[config.mk]
export PLATFORM = sky130hd
export DESIGN_NAME = rsa_job_scheduler_flat
export DESIGN_NICKNAME = d
export VERILOG_FILES = /design/src/rtl/rsa_pkg.sv /design/src/rtl/rsa_job_scheduler_if.sv /design/src/rtl/rsa_rr_arbiter.sv /design/src/rtl/rsa_job_scheduler.sv /design/src/flat_wrapper.sv
export SDC_FILE = /design/constraint.sdc
export NUM_CORES = 1
export LEC_CHECK = 0
export CAP_MARGIN = 5
export CORE_UTILIZATION = 55
export CTS_CLUSTER_DIAMETER = 30
export DETAILED_ROUTE_END_ITERATION = 10
export DONT_BUFFER_PORTS = 1
export PLACE_DENSITY = 0.8
export SLEW_MARGIN = 0
export SYNTH_ARGS = -nofsm -noshare
export SYNTH_HDL_FRONTEND = slang
export SYNTH_HIERARCHICAL = 1
export SYNTH_SLANG_ARGS = --single-unit
[constraint.sdc]
create_clock -name clk -period 1.9 [get_ports clk]
set_input_delay 0.38 -clock clk [delete_from_list [all_inputs] [get_ports clk]]
set_output_delay 0.38 -clock clk [all_outputs]
set_load 0.02 [all_outputs]
[src/rtl/rsa_pkg.sv]
// Shared types and constants for the RSA job scheduler: FSM states,
// requester indices and the length of the unit clear phase.
package rsa_pkg;

    typedef enum logic [2:0] {
        ST_IDLE,
        ST_CLEAR,
        ST_RUN,
        ST_DONE,
        ST_ABORT
    } state_t;

    localparam logic REQ_GPIO     = 1'b0;
    localparam logic REQ_SPI      = 1'b1;
    localparam int   CLEAR_CYCLES = 2;

endpackage

[src/rtl/rsa_job_scheduler_if.sv]
// Requester-facing and RSA-unit-facing signals of the job scheduler.
// master = the scheduler, slave = requesters plus RSA unit.
interface rsa_job_scheduler_if #(
    parameter int WIDTH = 8
);
    logic [1:0]       req_start;
    logic [1:0]       req_stop;
    logic             irq_ack;
    logic             rsa_eoc;
    logic [WIDTH-1:0] rsa_c;
    logic             rsa_en;
    logic             rsa_rstb;
    logic [WIDTH-1:0] result;
    logic             result_owner;
    logic [1:0]       pending;
    logic             busy;
    logic             done_irq;
    logic             timeout_err;

    modport master (
        input  req_start, req_stop, irq_ack, rsa_eoc, rsa_c,
        output rsa_en, rsa_rstb, result, result_owner, pending, busy,
               done_irq, timeout_err
    );

    modport slave (
        output req_start, req_stop, irq_ack, rsa_eoc, rsa_c,
        input  rsa_en, rsa_rstb, result, result_owner, pending, busy,
               done_irq, timeout_err
    );
endinterface

[src/rtl/rsa_rr_arbiter.sv]
// Two-way round-robin arbiter: combinational grant, registered last owner.
// On a tie the requester that did not win last time is granted.
module rsa_rr_arbiter
    import rsa_pkg::*;
(
    input  logic       clk,
    input  logic       rstb,
    input  logic       ena,
    input  logic [1:0] pending,
    input  logic       take,
    output logic       grant_vld,
    output logic       grant_idx
);
    logic last_owner;

    always_comb begin
        grant_vld = |pending;
        grant_idx = REQ_GPIO;
        if (pending[REQ_GPIO] && pending[REQ_SPI])
            grant_idx = ~last_owner;
        else if (pending[REQ_SPI])
            grant_idx = REQ_SPI;
    end

    // Reset to SPI so GPIO wins the first tie.
    always_ff @(posedge clk or negedge rstb) begin
        if (!rstb)
            last_owner <= REQ_SPI;
        else if (ena && take)
            last_owner <= grant_idx;
    end
endmodule

[src/rtl/rsa_job_scheduler.sv]
// Shares one RSA unit between GPIO and SPI requesters: queues starts,
// sequences clear/run/done, latches results and enforces a run watchdog.
module rsa_job_scheduler
    import rsa_pkg::*;
#(
    parameter int WIDTH          = 8,
    parameter int TIMEOUT_W      = 12,
    parameter int TIMEOUT_CYCLES = 4095
) (
    input logic                 clk,
    input logic                 rstb,
    input logic                 ena,
    rsa_job_scheduler_if.master bus
);
    localparam logic [1:0]           CLR_LAST = 2'(CLEAR_CYCLES - 1);
    localparam logic [TIMEOUT_W-1:0] WD_LAST  = TIMEOUT_W'(TIMEOUT_CYCLES - 1);

    state_t               state_q, state_d;
    logic [1:0]           pending_q, pending_d;
    logic                 owner_q;
    logic [1:0]           clr_cnt_q;
    logic [TIMEOUT_W-1:0] wdog_q;
    logic                 timeout_err_q;
    logic [WIDTH-1:0]     result_q;
    logic                 result_owner_q;
    logic                 rsa_en_q, rsa_rstb_q, busy_q, done_irq_q;
    logic                 rsa_en_d, rsa_rstb_d, busy_d, done_irq_d;
    logic                 grant_vld, grant_idx, take, wdog_expired, run_eoc;

    assign take         = (state_q == ST_IDLE) && grant_vld;
    assign wdog_expired = (wdog_q == WD_LAST);
    assign run_eoc      = (state_q == ST_RUN) && bus.rsa_eoc;

    // A stop arriving in the same cycle as the grant cancels the request.
    rsa_rr_arbiter u_arb (
        .clk       (clk),
        .rstb      (rstb),
        .ena       (ena),
        .pending   (pending_q & ~bus.req_stop),
        .take      (take),
        .grant_vld (grant_vld),
        .grant_idx (grant_idx)
    );

    always_ff @(posedge clk or negedge rstb) begin
        if (!rstb) begin
            state_q    <= ST_IDLE;
            rsa_en_q   <= 1'b0;
            rsa_rstb_q <= 1'b0;
            busy_q     <= 1'b0;
            done_irq_q <= 1'b0;
        end else if (ena) begin
            state_q    <= state_d;
            rsa_en_q   <= rsa_en_d;
            rsa_rstb_q <= rsa_rstb_d;
            busy_q     <= busy_d;
            done_irq_q <= done_irq_d;
        end
    end

    always_comb begin
        state_d = state_q;
        unique case (state_q)
            ST_IDLE:  if (grant_vld) state_d = ST_CLEAR;
            ST_CLEAR: if (clr_cnt_q == CLR_LAST) state_d = ST_RUN;
            ST_RUN: begin
                if (bus.rsa_eoc)
                    state_d = ST_DONE;
                else if (wdog_expired || bus.req_stop[owner_q])
                    state_d = ST_ABORT;
            end
            ST_DONE:  if (bus.irq_ack) state_d = ST_IDLE;
            ST_ABORT: state_d = ST_IDLE;
            default:  state_d = ST_IDLE;
        endcase
    end

    // Outputs are decoded from the next state so they register with it.
    always_comb begin
        rsa_en_d   = 1'b0;
        rsa_rstb_d = 1'b0;
        busy_d     = 1'b1;
        done_irq_d = 1'b0;
        unique case (state_d)
            ST_IDLE: busy_d = 1'b0;
            ST_RUN: begin
                rsa_en_d   = 1'b1;
                rsa_rstb_d = 1'b1;
            end
            ST_DONE: begin
                rsa_rstb_d = 1'b1;
                done_irq_d = 1'b1;
            end
            default: ;
        endcase
    end

    always_comb begin
        pending_d = pending_q;
        for (int i = 0; i < 2; i++) begin
            if (bus.req_stop[i])
                pending_d[i] = 1'b0;
            else if (take && grant_idx == 1'(i))
                pending_d[i] = 1'b0;
            else if (bus.req_start[i])
                pending_d[i] = 1'b1;
        end
    end

    always_ff @(posedge clk or negedge rstb) begin
        if (!rstb) begin
            pending_q      <= '0;
            owner_q        <= REQ_GPIO;
            clr_cnt_q      <= '0;
            wdog_q         <= '0;
            timeout_err_q  <= 1'b0;
            result_q       <= '0;
            result_owner_q <= 1'b0;
        end else if (ena) begin
            pending_q <= pending_d;
            if (take)
                owner_q <= grant_idx;
            clr_cnt_q <= (state_q == ST_CLEAR) ? clr_cnt_q + 2'd1 : '0;
            // Zero outside RUN, so every entry to RUN starts from 0; saturates.
            if (state_q != ST_RUN)
                wdog_q <= '0;
            else if (wdog_q != '1)
                wdog_q <= wdog_q + TIMEOUT_W'(1);
            if (run_eoc) begin
                result_q       <= bus.rsa_c;
                result_owner_q <= owner_q;
            end
            if (state_q == ST_RUN && !bus.rsa_eoc && wdog_expired)
                timeout_err_q <= 1'b1;
            else if (bus.irq_ack)
                timeout_err_q <= 1'b0;
        end
    end

    assign bus.rsa_en       = rsa_en_q;
    assign bus.rsa_rstb     = rsa_rstb_q;
    assign bus.busy         = busy_q;
    assign bus.done_irq     = done_irq_q;
    assign bus.pending      = pending_q;
    assign bus.result       = result_q;
    assign bus.result_owner = result_owner_q;
    assign bus.timeout_err  = timeout_err_q;
endmodule

[src/flat_wrapper.sv]
// flat-port wrapper written by rule: the top's interface ports become plain ports
module rsa_job_scheduler_flat import rsa_pkg::*;
#(
    parameter int WIDTH          = 8,
    parameter int TIMEOUT_W      = 12,
    parameter int TIMEOUT_CYCLES = 4095
)
  (clk, rstb, ena, bus_req_start, bus_req_stop, bus_irq_ack, bus_rsa_eoc, bus_rsa_c, bus_rsa_en, bus_rsa_rstb, bus_result, bus_result_owner, bus_pending, bus_busy, bus_done_irq, bus_timeout_err);
  rsa_job_scheduler_if #(.WIDTH(WIDTH)) bus_i ();
  input logic clk;
  input logic rstb;
  input logic ena;
  input wire logic [$bits(bus_i.req_start)-1:0] bus_req_start;
  input wire logic [$bits(bus_i.req_stop)-1:0] bus_req_stop;
  input wire logic [$bits(bus_i.irq_ack)-1:0] bus_irq_ack;
  input wire logic [$bits(bus_i.rsa_eoc)-1:0] bus_rsa_eoc;
  input wire logic [$bits(bus_i.rsa_c)-1:0] bus_rsa_c;
  output wire logic [$bits(bus_i.rsa_en)-1:0] bus_rsa_en;
  output wire logic [$bits(bus_i.rsa_rstb)-1:0] bus_rsa_rstb;
  output wire logic [$bits(bus_i.result)-1:0] bus_result;
  output wire logic [$bits(bus_i.result_owner)-1:0] bus_result_owner;
  output wire logic [$bits(bus_i.pending)-1:0] bus_pending;
  output wire logic [$bits(bus_i.busy)-1:0] bus_busy;
  output wire logic [$bits(bus_i.done_irq)-1:0] bus_done_irq;
  output wire logic [$bits(bus_i.timeout_err)-1:0] bus_timeout_err;
  assign bus_i.req_start = bus_req_start;
  assign bus_i.req_stop = bus_req_stop;
  assign bus_i.irq_ack = bus_irq_ack;
  assign bus_i.rsa_eoc = bus_rsa_eoc;
  assign bus_i.rsa_c = bus_rsa_c;
  assign bus_rsa_en = bus_i.rsa_en;
  assign bus_rsa_rstb = bus_i.rsa_rstb;
  assign bus_result = bus_i.result;
  assign bus_result_owner = bus_i.result_owner;
  assign bus_pending = bus_i.pending;
  assign bus_busy = bus_i.busy;
  assign bus_done_irq = bus_i.done_irq;
  assign bus_timeout_err = bus_i.timeout_err;
  rsa_job_scheduler #(.WIDTH(WIDTH), .TIMEOUT_W(TIMEOUT_W), .TIMEOUT_CYCLES(TIMEOUT_CYCLES)) u_core (.clk(clk), .rstb(rstb), .ena(ena), .bus(bus_i));
endmodule
-- Word level (Yosys, flattened, before mapping)
Cells that the tools add are included.
- equal/unequal tests: 9
- multiplexer cells: 25
- $add $sub $neg: 2
- reductions and logical operators: 24
- bitwise logic cells: 4
- order comparisons: 1
- operator list (kind ; number):
    12-bit two-way mux ; 2
    1-bit two-way mux ; 16
    3-bit two-way mux ; 5
    12-bit by 1-bit adder with 12-bit output, second input constant ; 1
    12-bit equality test, second input constant ; 1
    3-bit by 2-bit equality test with 1-bit output, second input constant ; 4
    12-bit != test, second input constant ; 1
    3-bit case mux with 4 select lines ; 1
    2-bit AND reduction ; 6
    1-bit logical AND ; 8
    3-bit logical NOT ; 2
    3-bit nonzero test ; 2
    2-bit nonzero test ; 2
    2-bit OR reduction ; 2
    3-bit by 1-bit equality test with 1-bit output, second input constant ; 1
    3-bit by 2-bit != test with 1-bit output, second input constant ; 1
    2-bit by 1-bit adder with 2-bit output, second input constant ; 1
    2-bit AND ; 1
    2-bit by 1-bit equality test with 1-bit output, second input constant ; 1
    1-bit by 2-bit < comparator with 1-bit output, second input constant ; 1
    2-bit two-way mux ; 1
    1-bit NOT ; 2
    2-bit NOT ; 1
    1-bit logical NOT ; 1
    1-bit logical OR ; 1
- register bits after elaboration: 35
- bits of input ports: 17

-- Logic depth before layout (Yosys ltp)
Gate-level depths: netlist (run 1).
- depth in word-level cells: 9
- mapped depth: 6
- depth with buffers taken out: 6

-- By module
The synthesis (run 1) kept the hierarchy.
- by module, submodules not included (module ; sequential area each (µm²) ; cells an instance ; area each (µm²) ; instances):
    rsa_job_scheduler ; 850.8 ; 171 ; 1774.2 ; 1
    rsa_rr_arbiter ; 26.3 ; 5 ; 66.3 ; 1

-- Least setup slack after synthesis (run 1)
OpenSTA, ideal clock, no wires.
- path kind: reg2reg
- from: register u_core.pending_q[0] (netlist: u_core/bus.pending[0])
- to: register u_core.u_arb.last_owner
- path buffers: 0
- required time: 1.818 ns
- cell stages (with the launch flop): 6
- period minus slack after synthesis: 1.739 ns
- arrival time: 1.657 ns
- path slack: 0.161 ns
- setup time: 0.082 ns
- cells stage by stage: dfrtp_1 nor2b_1 or2_2 nor4b_1 nand2_1 mux2_2
- cells in the longest elaborated chain, start to end: 4
- elaborated cells on any way between the ends: 6
- those cells by class: 1 x mux; 1 x bitwise; 4 x reduce/logical
- ends and longest elaborated chain (element ; RTL line ; text):
    start, declared ; rsa_job_scheduler.sv:19 ; logic [1:0] pending_q, pending_d;
    start signal, assigned ; rsa_job_scheduler.sv:120 ; pending_q <= pending_d;
    2-bit AND ; rsa_job_scheduler.sv:39 ; .pending (pending_q & ~bus.req_stop),
    2-bit OR reduction ; rsa_rr_arbiter.sv:17 ; grant_vld = |pending;
    net u_core.grant_vld ; rsa_job_scheduler.sv:28 ; logic grant_vld, grant_idx, take, wdog_expired, run_eoc;
    1-bit logical AND ; rsa_job_scheduler.sv:30 ; assign take = (state_q == ST_IDLE) && grant_vld;
    net u_core.take ; rsa_job_scheduler.sv:28 ;
    1-bit logical AND ; rsa_rr_arbiter.sv:29 ; else if (ena && take)
    end signal, assigned ; rsa_rr_arbiter.sv:30 ; last_owner <= grant_idx;
    end, declared ; rsa_rr_arbiter.sv:14 ; logic last_owner;
The timed path passes the listed nets, and every way through them passes these cells.
A chain may end at the register's enable or synchronous reset.

-- Worst setup path in the final report (run 1)
- from: register u_core.wdog_q[0]
- to: register u_core.wdog_q[11]
- cells in the longest elaborated chain, start to end: 3
- elaborated cells on any way between the ends: 6
- those cells by class: 1 x add/sub; 1 x eq/ne; 2 x mux; 2 x reduce/logical
- ends and longest elaborated chain (element ; RTL line ; text):
    start, declared ; rsa_job_scheduler.sv:22 ; logic [TIMEOUT_W-1:0] wdog_q;
    start signal, assigned ; rsa_job_scheduler.sv:128 ; wdog_q <= wdog_q + TIMEOUT_W'(1);
    12-bit by 1-bit adder with 12-bit output or 12-bit != test (tied branches) ; rsa_job_scheduler.sv:128, rsa_job_scheduler.sv:127 ;
    12-bit two-way mux or 2-bit nonzero test (tied branches) ; n/a ;
    12-bit two-way mux or 2-bit AND reduction (tied branches) ; n/a ;
Parallel ways exist; a longest one is shown, timed or not. The select of a mux whose other input is x is not followed.

==> impl_metrics.tcl, run 1 <==
set metrics [dict create \
    synthAdderAreaFrac 0.02039 \
    die_w_um 59.85 \
    dieHeight_um 59.85 \
    dp_cells 218 \
    critPathSlowestCell "or4_1" \
    post-dp-hpwl_um 2737 \
    fillers 257 \
    via_count 1471 \
    dp_slack_ns 0.1564 \
    synth_common_cells "dfrtp_1, a21oi_1, nand2_1" \
    avgSynthCellArea_um2 10.46 \
    ys_ff_latch 35 \
    core_area_mm2 0.003103 \
    cts_tree "done" \
    tightestPinTransition_ns 0.5105 \
    rows 20 \
    drv_cap 0 \
    synth_top_area_cell "dfrtp_1" \
    drive_gt1_frac 0.1902 \
    max_stage_delay_ns 0.51 \
    fin_nets 203 \
    area.sequential_um2 877.1 \
    tns_ns 0 \
    finalPower_mw 2.359 \
    min_path_type "input port to flop" \
    slew_violations 0 \
    ys_warn_count 6 \
    port_buffers 0 \
    remaining_drc_errors 0 \
    rsz0062_at_grt "false" \
    crit_fanout 7 \
    synth_mux_area_frac 0.06730 \
    fin_crit_sh 0.9224 \
    syn_nets 196 \
    hp-start "ena" \
    finalHoldViolations 0 \
    fmax_mhz 570.6 \
    synth-simple-area-share 0.2148 \
    first_pass_iters 4 \
    place_congestion 0.8803 \
    postPlaceCellArea_mm2 0.001899 \
    synth_top_family_by_area "simple AND/OR/NAND/NOR gates" \
    grt-ovfl-total 0 \
    ioPinCount 33 \
    routed_wl_um 3825 \
    start_kind "flop" \
    timing.final.ws_setup_ns 0.1474 \
    critPathArrivalTime_ns 2.00 \
    maxSlewHeadroom 0.6584 \
    crit_path_cell_trace "ha_1 > nand4bb_1 > nor4_4 > or4_1 > a21oi_1" \
    syn_area_mm2 0.001841 \
    hold-worst-slack_ns 0.1424 \
    ys_types 54 \
    clk_latency_ns 0.32 \
    critPathKind "flop to flop" \
    synth_edf_count 0 \
    synthArstFlopShare 1.000 \
    grt_pass1_wl_um 6541 \
    start_util 0.5931 \
    antenna_found_initial 0 \
    synthTopCellsByArea "dfrtp_1, mux2_2, a21oi_1" \
    syn_to_final_growth_pct 8.022 \
    rr_startpoint "u_core/wdog_q[0]" \
    final_cells 228 \
    grt_max_degree 36 \
    power_density_mw_per_mm2 1187 \
    multi_input_area_um2 893.4 \
    finalSetupViolCount 0 \
    ant_nets 0 \
    yosysSeqAreaShare 0.4765 \
    grtUsageTotal 0.2480 \
    fin_util 0.6407 \
    status "completed" \
    root_buffer "clkbuf_4" \
    clk_path_buf_depth 2 \
    via_per_inst 6.452 \
    cts.sinks 35 \
    critPathLaunch "u_core/wdog_q[0]" \
    num_antenna_cells 0 \
    synth_xor_area_frac 0 \
    p_leak_nw 0.8464 \
    synth_top_cell_area_share 0.4623 \
    synth_compound_area_frac 0.1781 \
    syn_inst 176 \
    fin_worst_skew_ns 0.009261 \
    drtIter0Drc 134 \
    synthFlopType "dfrtp_1" \
    synth.most_common_cell "dfrtp_1" \
    routedWlPerCell_um 16.78 \
    die_area_mm2 0.003582 \
    h-tree-depth 2 \
    final_cell_area_mm2 0.001988 \
    cp.required_ns 2.15 \
    post_cts_buffers 0 \
    path_clk_slew_ns 0.10 \
    cts_made_buffers 5 \
    first_global_vias 1476 \
    period_minus_slack_ns 1.753 \
    ir_worst_vdd_v 0.0007524 \
    worst_setup_path_end_kind "flop" \
]
-- cells in the final DEF (no fill, tap or decap), types with 4 or more instances in the layout --
cell type	count
a21oi_1	14
buf_4	8
clkbuf_4	5
dfrtp_1	34
inv_1	6
mux2_2	11
nand2_1	14
nand3_1	6
nand4_1	7
nor2_1	9
nor2b_1	4
o21ai_0	7
o31ai_1	6
or4_1	4
-- worst max-delay path: cells and delay by family, from the launching register on --
family | cells | cell delay, ns
compound gates | 1 | 0.16
simple gates | 3 | 0.78
flops | 1 | 0.43
fa+ha+maj | 1 | 0.31
-- where the power goes --
group	switching [mW]	internal [mW]
Sequential	0.312	0.963
Clock	0.228	0.144
Combinational	0.368	0.344
-- area by class of cell --
type                            count  share of cell area
Clock buffer                        7             0.02266
Inverter                            6             0.01133
Multi-Input combinational cell    125              0.4493
Clock inverter                      1            0.002517
Sequential cell                    35              0.4412
Timing Repair Buffer               10             0.04531
Tap cell                           44             0.02769
-- layer usage --
| metal | global-route usage | part of all wire | vias to the layer above |
|---|---|---|---|
| met5 | 0 | 0 | - |
| met4 | 0.09967 | 0.012 | 0 |
| met3 | 0.08874 | 0.065 | 8 |
| met2 | 0.3810 | 0.50 | 63 |
| met1 | 0.3180 | 0.42 | 723 |
| li1 | - | - | 677 |
-- cell families (layout without fill, tap and decap cells) --
family                     Yosys count  after routing
buffers and inverters               16             24
and+or+nand+nor                     64             64
adders and majority gates            3              3
DFF                                 35             35
AOI/OAI and AO/OA                   47             47
muxes                               11             11
-- state kept, by name (all words and copies together), names as in the netlist --
name                     cells
u_core/clr_cnt_q             2
u_core/bus.timeout_err       1
u_core/owner_q               1
u_core/bus.done_irq          1
u_core/bus.busy              1
u_core/wdog_q               12
u_core/bus.rsa_rstb          1
u_core/bus.result_owner      1
u_core/u_arb/last_owner      1
u_core/bus.rsa_en            1
u_core/state_q               3
u_core/bus.result            8
u_core/bus.pending           2
-- worst paths after layout --
kind                                            to  slack (ns)  cells past startpoint
setup / recovery                 u_core/wdog_q[11]        0.15                      5
setup reg to reg                 u_core/wdog_q[11]        0.15                      5
hold / removal                 u_core/clr_cnt_q[0]        0.14                      1
hold reg to reg                   u_core/wdog_q[7]        0.53                      1
min in group asynchronous         u_core/wdog_q[8]        0.49                      2
max in group asynchronous  u_core/u_arb/last_owner        1.16                      2
-- timing repair --
item,in CTS,in global routing
hold endpoints to repair,35,0
hold buffers,2,0
setup endpoints to repair,0,3
gates resized for setup,0,1
Power figures use the tool's default switching activity.
==> run 2: changes to the inputs <==
- CORE_UTILIZATION: 55 -> 35
- MAX_ROUTING_LAYER: default -> met4
- PLACE_DENSITY: 0.8 -> 0.59
==> impl_metrics.tcl, run 2 (synthesis results as in run 1) <==
set metrics [dict create \
    status "completed" \
    drtIter0Drc 83 \
    via_count 1433 \
    fin_nets 202 \
    min_path_type "input port to flop" \
    cts_made_buffers 5 \
    max_stage_delay_ns 0.50 \
    worst-path-stages 4 \
    period_minus_slack_ns 1.757 \
    fmax_mhz 569.0 \
    fin_worst_skew_ns 0.008440 \
    critPathArrivalTime_ns 1.90 \
    grt_max_degree 36 \
    regMostFlops "u_core/wdog_q" \
    most-common-layout-cells "dfrtp_1, nand2_1, a21oi_1, mux2_2, nor2_1" \
    ff2ff_setup_slack_ns 0.14 \
    p_seq_frac 0.516 \
    postPlaceCellArea_mm2 0.001924 \
    final_cell_area_mm2 0.002049 \
    clk_latency_ns 0.29 \
    routed_wl_um 3709 \
    r2r-end "u_core/wdog_q[4]" \
    m1WireLength_um 1654 \
    tns_ns 0 \
    timing.final.ws_setup_ns 0.1427 \
    min_to "u_core/clr_cnt_q[1]" \
    switchingPower_uw 922.3 \
    cp.required_ns 2.04 \
    cts_tree "done" \
    hp-start "ena" \
    cp.buffers_inverters 0 \
    crit_fanout 10 \
    critPathKind "flop to flop" \
    drive_gt1_frac 0.1913 \
    remaining_drc_errors 0 \
    root_buffer "clkbuf_8" \
    multi_input_area_um2 884.6 \
    largest_register_ffs 12 \
    r2r_cells 4 \
    finalSetupViolCount 0 \
    clk_path_buf_depth 2 \
    core_area_mm2 0.005075 \
    top_layer_used "met4" \
    post_cts_buffers 0 \
    place_congestion 0.8196 \
    h-tree-depth 2 \
    num_antenna_cells 0 \
    syn_to_final_growth_pct 11.35 \
    maxSlewHeadroom 0.6152 \
    dieHeight_um 74.52 \
    first_global_vias 1316 \
    slew_violations 0 \
    grt-ovfl-total 0 \
    ioPinCount 33 \
    dp_slack_ns 0.1515 \
    power_frac_comb 0.262 \
    final_common_cell "dfrtp_1" \
    critPathSlowestCell "dfrtp_1" \
    via_per_inst 5.664 \
    start_util 0.3627 \
    pwr-share-clk 0.222 \
    internal_power_mw 1.590 \
    first_pass_iters 4 \
    path_clk_slew_ns 0.07 \
    finalHoldViolations 0 \
    rsz0062_at_grt "false" \
    die_area_mm2 0.005552 \
    power_density_mw_per_mm2 1226 \
    worst_setup_path_end_kind "flop" \
    fillers 513 \
    dp_cells 243 \
    hold_depth 1 \
    antenna_found_initial 0 \
    p_leak_nw 0.8440 \
    ir_worst_vdd_v 0.0006242 \
    tightestPinTransition_ns 0.5725 \
    p_sw_frac 0.3672 \
    area.sequential_um2 877.1 \
    port_buffers 0 \
    rr_startpoint "u_core/state_q[1]" \
    drv_cap 0 \
    start_kind "flop" \
    routedWlPerCell_um 14.66 \
    hold-worst-slack_ns 0.1869 \
    route.met3.wl_um 264 \
    grtUsageTotal 0.1488 \
    wl_met2_um 1726 \
    cp_top_family "simple AND/OR/NAND/NOR gates" \
    die_w_um 74.52 \
    ant_nets 0 \
    cts_resized 0 \
    grt_pass1_wl_um 5927 \
    crit_path_cell_trace "or3b_4 > nor4_4 > or3_2 > a21oi_1" \
    final_cells 253 \
    post-dp-hpwl_um 2658 \
    rows 26 \
    hold_buffers 2 \
    fin_crit_sh 0.9249 \
    cts.sinks 35 \
]
-- run 2: metal layers --
metal	global-route usage	vias to the layer above
li1	-	671
met1	0.1964	701
met2	0.2062	55
met3	0.04607	6
met4	0.07128	0
met5	-	-
-- run 2: metrics by stage --
step | total power, mW | util
6_report | 2.512 | 0.4038
5_1_grt | 2.663 | 0.4038
4_1_cts | 2.537 | 0.4038
3_5_place_dp | 1.948 | 0.3792
3_3_place_gp | 1.930 | 0.3792
2_1_floorplan | 1.796 | -
-- run 2: power by group through the flow --
| stage | Combinational, mW | Sequential (mW) | Clock, mW |
|---|---|---|---|
| 6_report | 0.658 | 1.30 | 0.558 |
| 5_1_grt | 0.732 | 1.32 | 0.607 |
| 4_1_cts | 0.660 | 1.30 | 0.576 |
| 3_5_place_dp | 0.637 | 1.31 | 0 |
| 3_3_place_gp | 0.624 | 1.31 | 0 |
| 2_1_floorplan | 0.535 | 1.26 | 0 |
-- run 2: how the worst max path moves through the flow --
stage / slack [ns] / to / start
after detailed placement: 0.15 / u_core/wdog_q[4] / u_core/state_q[1]
after CTS: 0.14 / u_core/wdog_q[4] / u_core/state_q[1]
after floorplan: 0.16 / u_core/u_arb/last_owner / u_core/bus.pending[0]
final: 0.14 / u_core/wdog_q[4] / u_core/state_q[1]
after global routing: 0.0003 / u_core/bus.rsa_en / u_core/bus.pending[0]
after global placement: 0.21 / u_core/bus.rsa_en / u_core/bus.pending[0]
-- run 2: area by class of cell --
cell class              count  area share
inverters                   6     0.01099
flip-flops and latches     35      0.4280
repair buffers              9     0.04029
clock buffers               7     0.04212
clock inverters             1    0.004273
well taps                  70     0.04273
multi-input cells         125      0.4316
==> run 3: changes to the inputs <==
- CORE_ASPECT_RATIO: default -> 0.7
- CTS_CLUSTER_DIAMETER: 30 -> default
==> impl_metrics.tcl, run 3 (synthesis results as in run 1) <==
set metrics [dict create \
    largest_register_ffs 12 \
    period_minus_slack_ns 1.735 \
    core_area_mm2 0.004913 \
    grt_pass1_wl_um 6706 \
    route.met3.wl_um 238 \
    cts_resized 0 \
    grt_max_degree 36 \
    drv_cap 0 \
    most-common-layout-cells "dfrtp_1, nand2_1, a21oi_1, mux2_2, buf_4" \
    routedWlPerCell_um 16.43 \
    remaining_drc_errors 0 \
    critPathArrivalTime_ns 1.94 \
    post_cts_buffers 0 \
    tightestPinTransition_ns 0.5554 \
    port_buffers 0 \
    fin_util 0.4207 \
    p_leak_nw 0.8583 \
    m1WireLength_um 1842 \
    die_area_mm2 0.005557 \
    first_global_vias 1412 \
    cts_tree "done" \
    drtIter0Drc 122 \
    num_antenna_cells 0 \
    start_kind "flop" \
    maxSlewHeadroom 0.6267 \
    grtUsageTotal 0.1659 \
    hold_buffers 2 \
    clk_latency_ns 0.29 \
    fin_crit_sh 0.9132 \
    critPathKind "flop to flop" \
    final_common_cell "dfrtp_1" \
    via_count 1445 \
    regMostFlops "u_core/wdog_q" \
    dieHeight_um 62.67 \
    rows 21 \
    worst_setup_path_end_kind "flop" \
    power_density_mw_per_mm2 1242 \
    tns_ns 0 \
    h-tree-depth 2 \
    post-dp-hpwl_um 3021 \
    crit_fanout 2 \
    fmax_mhz 576.3 \
    via_per_inst 5.667 \
    wl_met2_um 2044 \
    fin_nets 205 \
    start_util 0.3746 \
    path_clk_slew_ns 0.07 \
    slew_violations 0 \
    min_path_type "input port to flop" \
    cts_made_buffers 5 \
    clk_path_buf_depth 2 \
    ant_nets 0 \
    rsz0062_at_grt "false" \
    antenna_found_initial 0 \
    finalSetupViolCount 0 \
    root_buffer "clkbuf_8" \
    syn_to_final_growth_pct 12.30 \
    top_layer_used "met4" \
    fin_worst_skew_ns 0.01023 \
    finalHoldViolations 0 \
    status "completed" \
    grt-ovfl-total 0 \
    place_congestion 0.8757 \
    ir_worst_vdd_v 0.0003127 \
    ioPinCount 33 \
    first_pass_iters 4 \
    drive_gt1_frac 0.2043 \
    cts.sinks 35 \
    routed_wl_um 4189 \
    cp.required_ns 2.10 \
    die_w_um 88.68 \
]
[run 3: changes by cell type in the layout (fill, tap and decap cells not counted), sizes merged]
| cell | change |
|---|---|
| buf | +3 |
[run 3: final cells by class]
type / count / area [µm²]
Fill cell: 483 / 2846
Multi-Input combinational cell: 125 / 884.6
Sequential cell: 35 / 877.1
Timing Repair Buffer: 12 / 105.1
Clock buffer: 7 / 86.33
Tap cell: 69 / 86.33
Inverter: 6 / 22.52
Clock inverter: 1 / 5.005
[run 3: path summary, 6_finish.rpt]
check	start	end	slack (ns)	depth (start not counted)
min reg2reg	u_core/wdog_q[7]	u_core/wdog_q[7]	0.51	1
max	u_core/bus.pending[0]	u_core/bus.rsa_en	0.16	6
max reg2reg	u_core/bus.pending[0]	u_core/bus.rsa_en	0.16	6
min	ena	u_core/clr_cnt_q[1]	0.19	1
max in group asynchronous	rstb	u_core/u_arb/last_owner	1.10	2
min in group asynchronous	rstb	u_core/state_q[0]	0.54	2
[run 3: worst max-delay path, cell delays in order, from the launching register on]
cell	delay, ns
dfrtp_1	0.38
nor2b_1	0.18
or2_2	0.29
nor2b_1	0.13
o21ai_0	0.25
o311ai_0	0.23
a21boi_0	0.19
[run 3: stage by stage]
step	power (mW)	hold slack [ns]	instances	instance area [µm²]	worst slack (ns)
after floorplan	1.796	0.08441	176	1841	0.1609
after global placement	1.965	0.08584	245	1946	0.2536
after detailed placement	2.014	0.08573	245	1946	0.1863
after CTS	2.596	0.1732	255	2067	0.1629
after global routing	2.736	0.1811	255	2067	0.01498
final	2.566	0.1856	255	2067	0.1648
[run 3: power breakdown]
group / internal, mW / switching, mW / total (mW)
sequential: 0.965 / 0.324 / 1.29
clock: 0.292 / 0.257 / 0.550
combinational: 0.352 / 0.376 / 0.728
[run 3: routing by layer]
layer  track usage  vias up
met1        0.2076      711
met5             -        -
met3       0.04756        6
met4       0.07258        0
li1              -      682
met2        0.2490       46
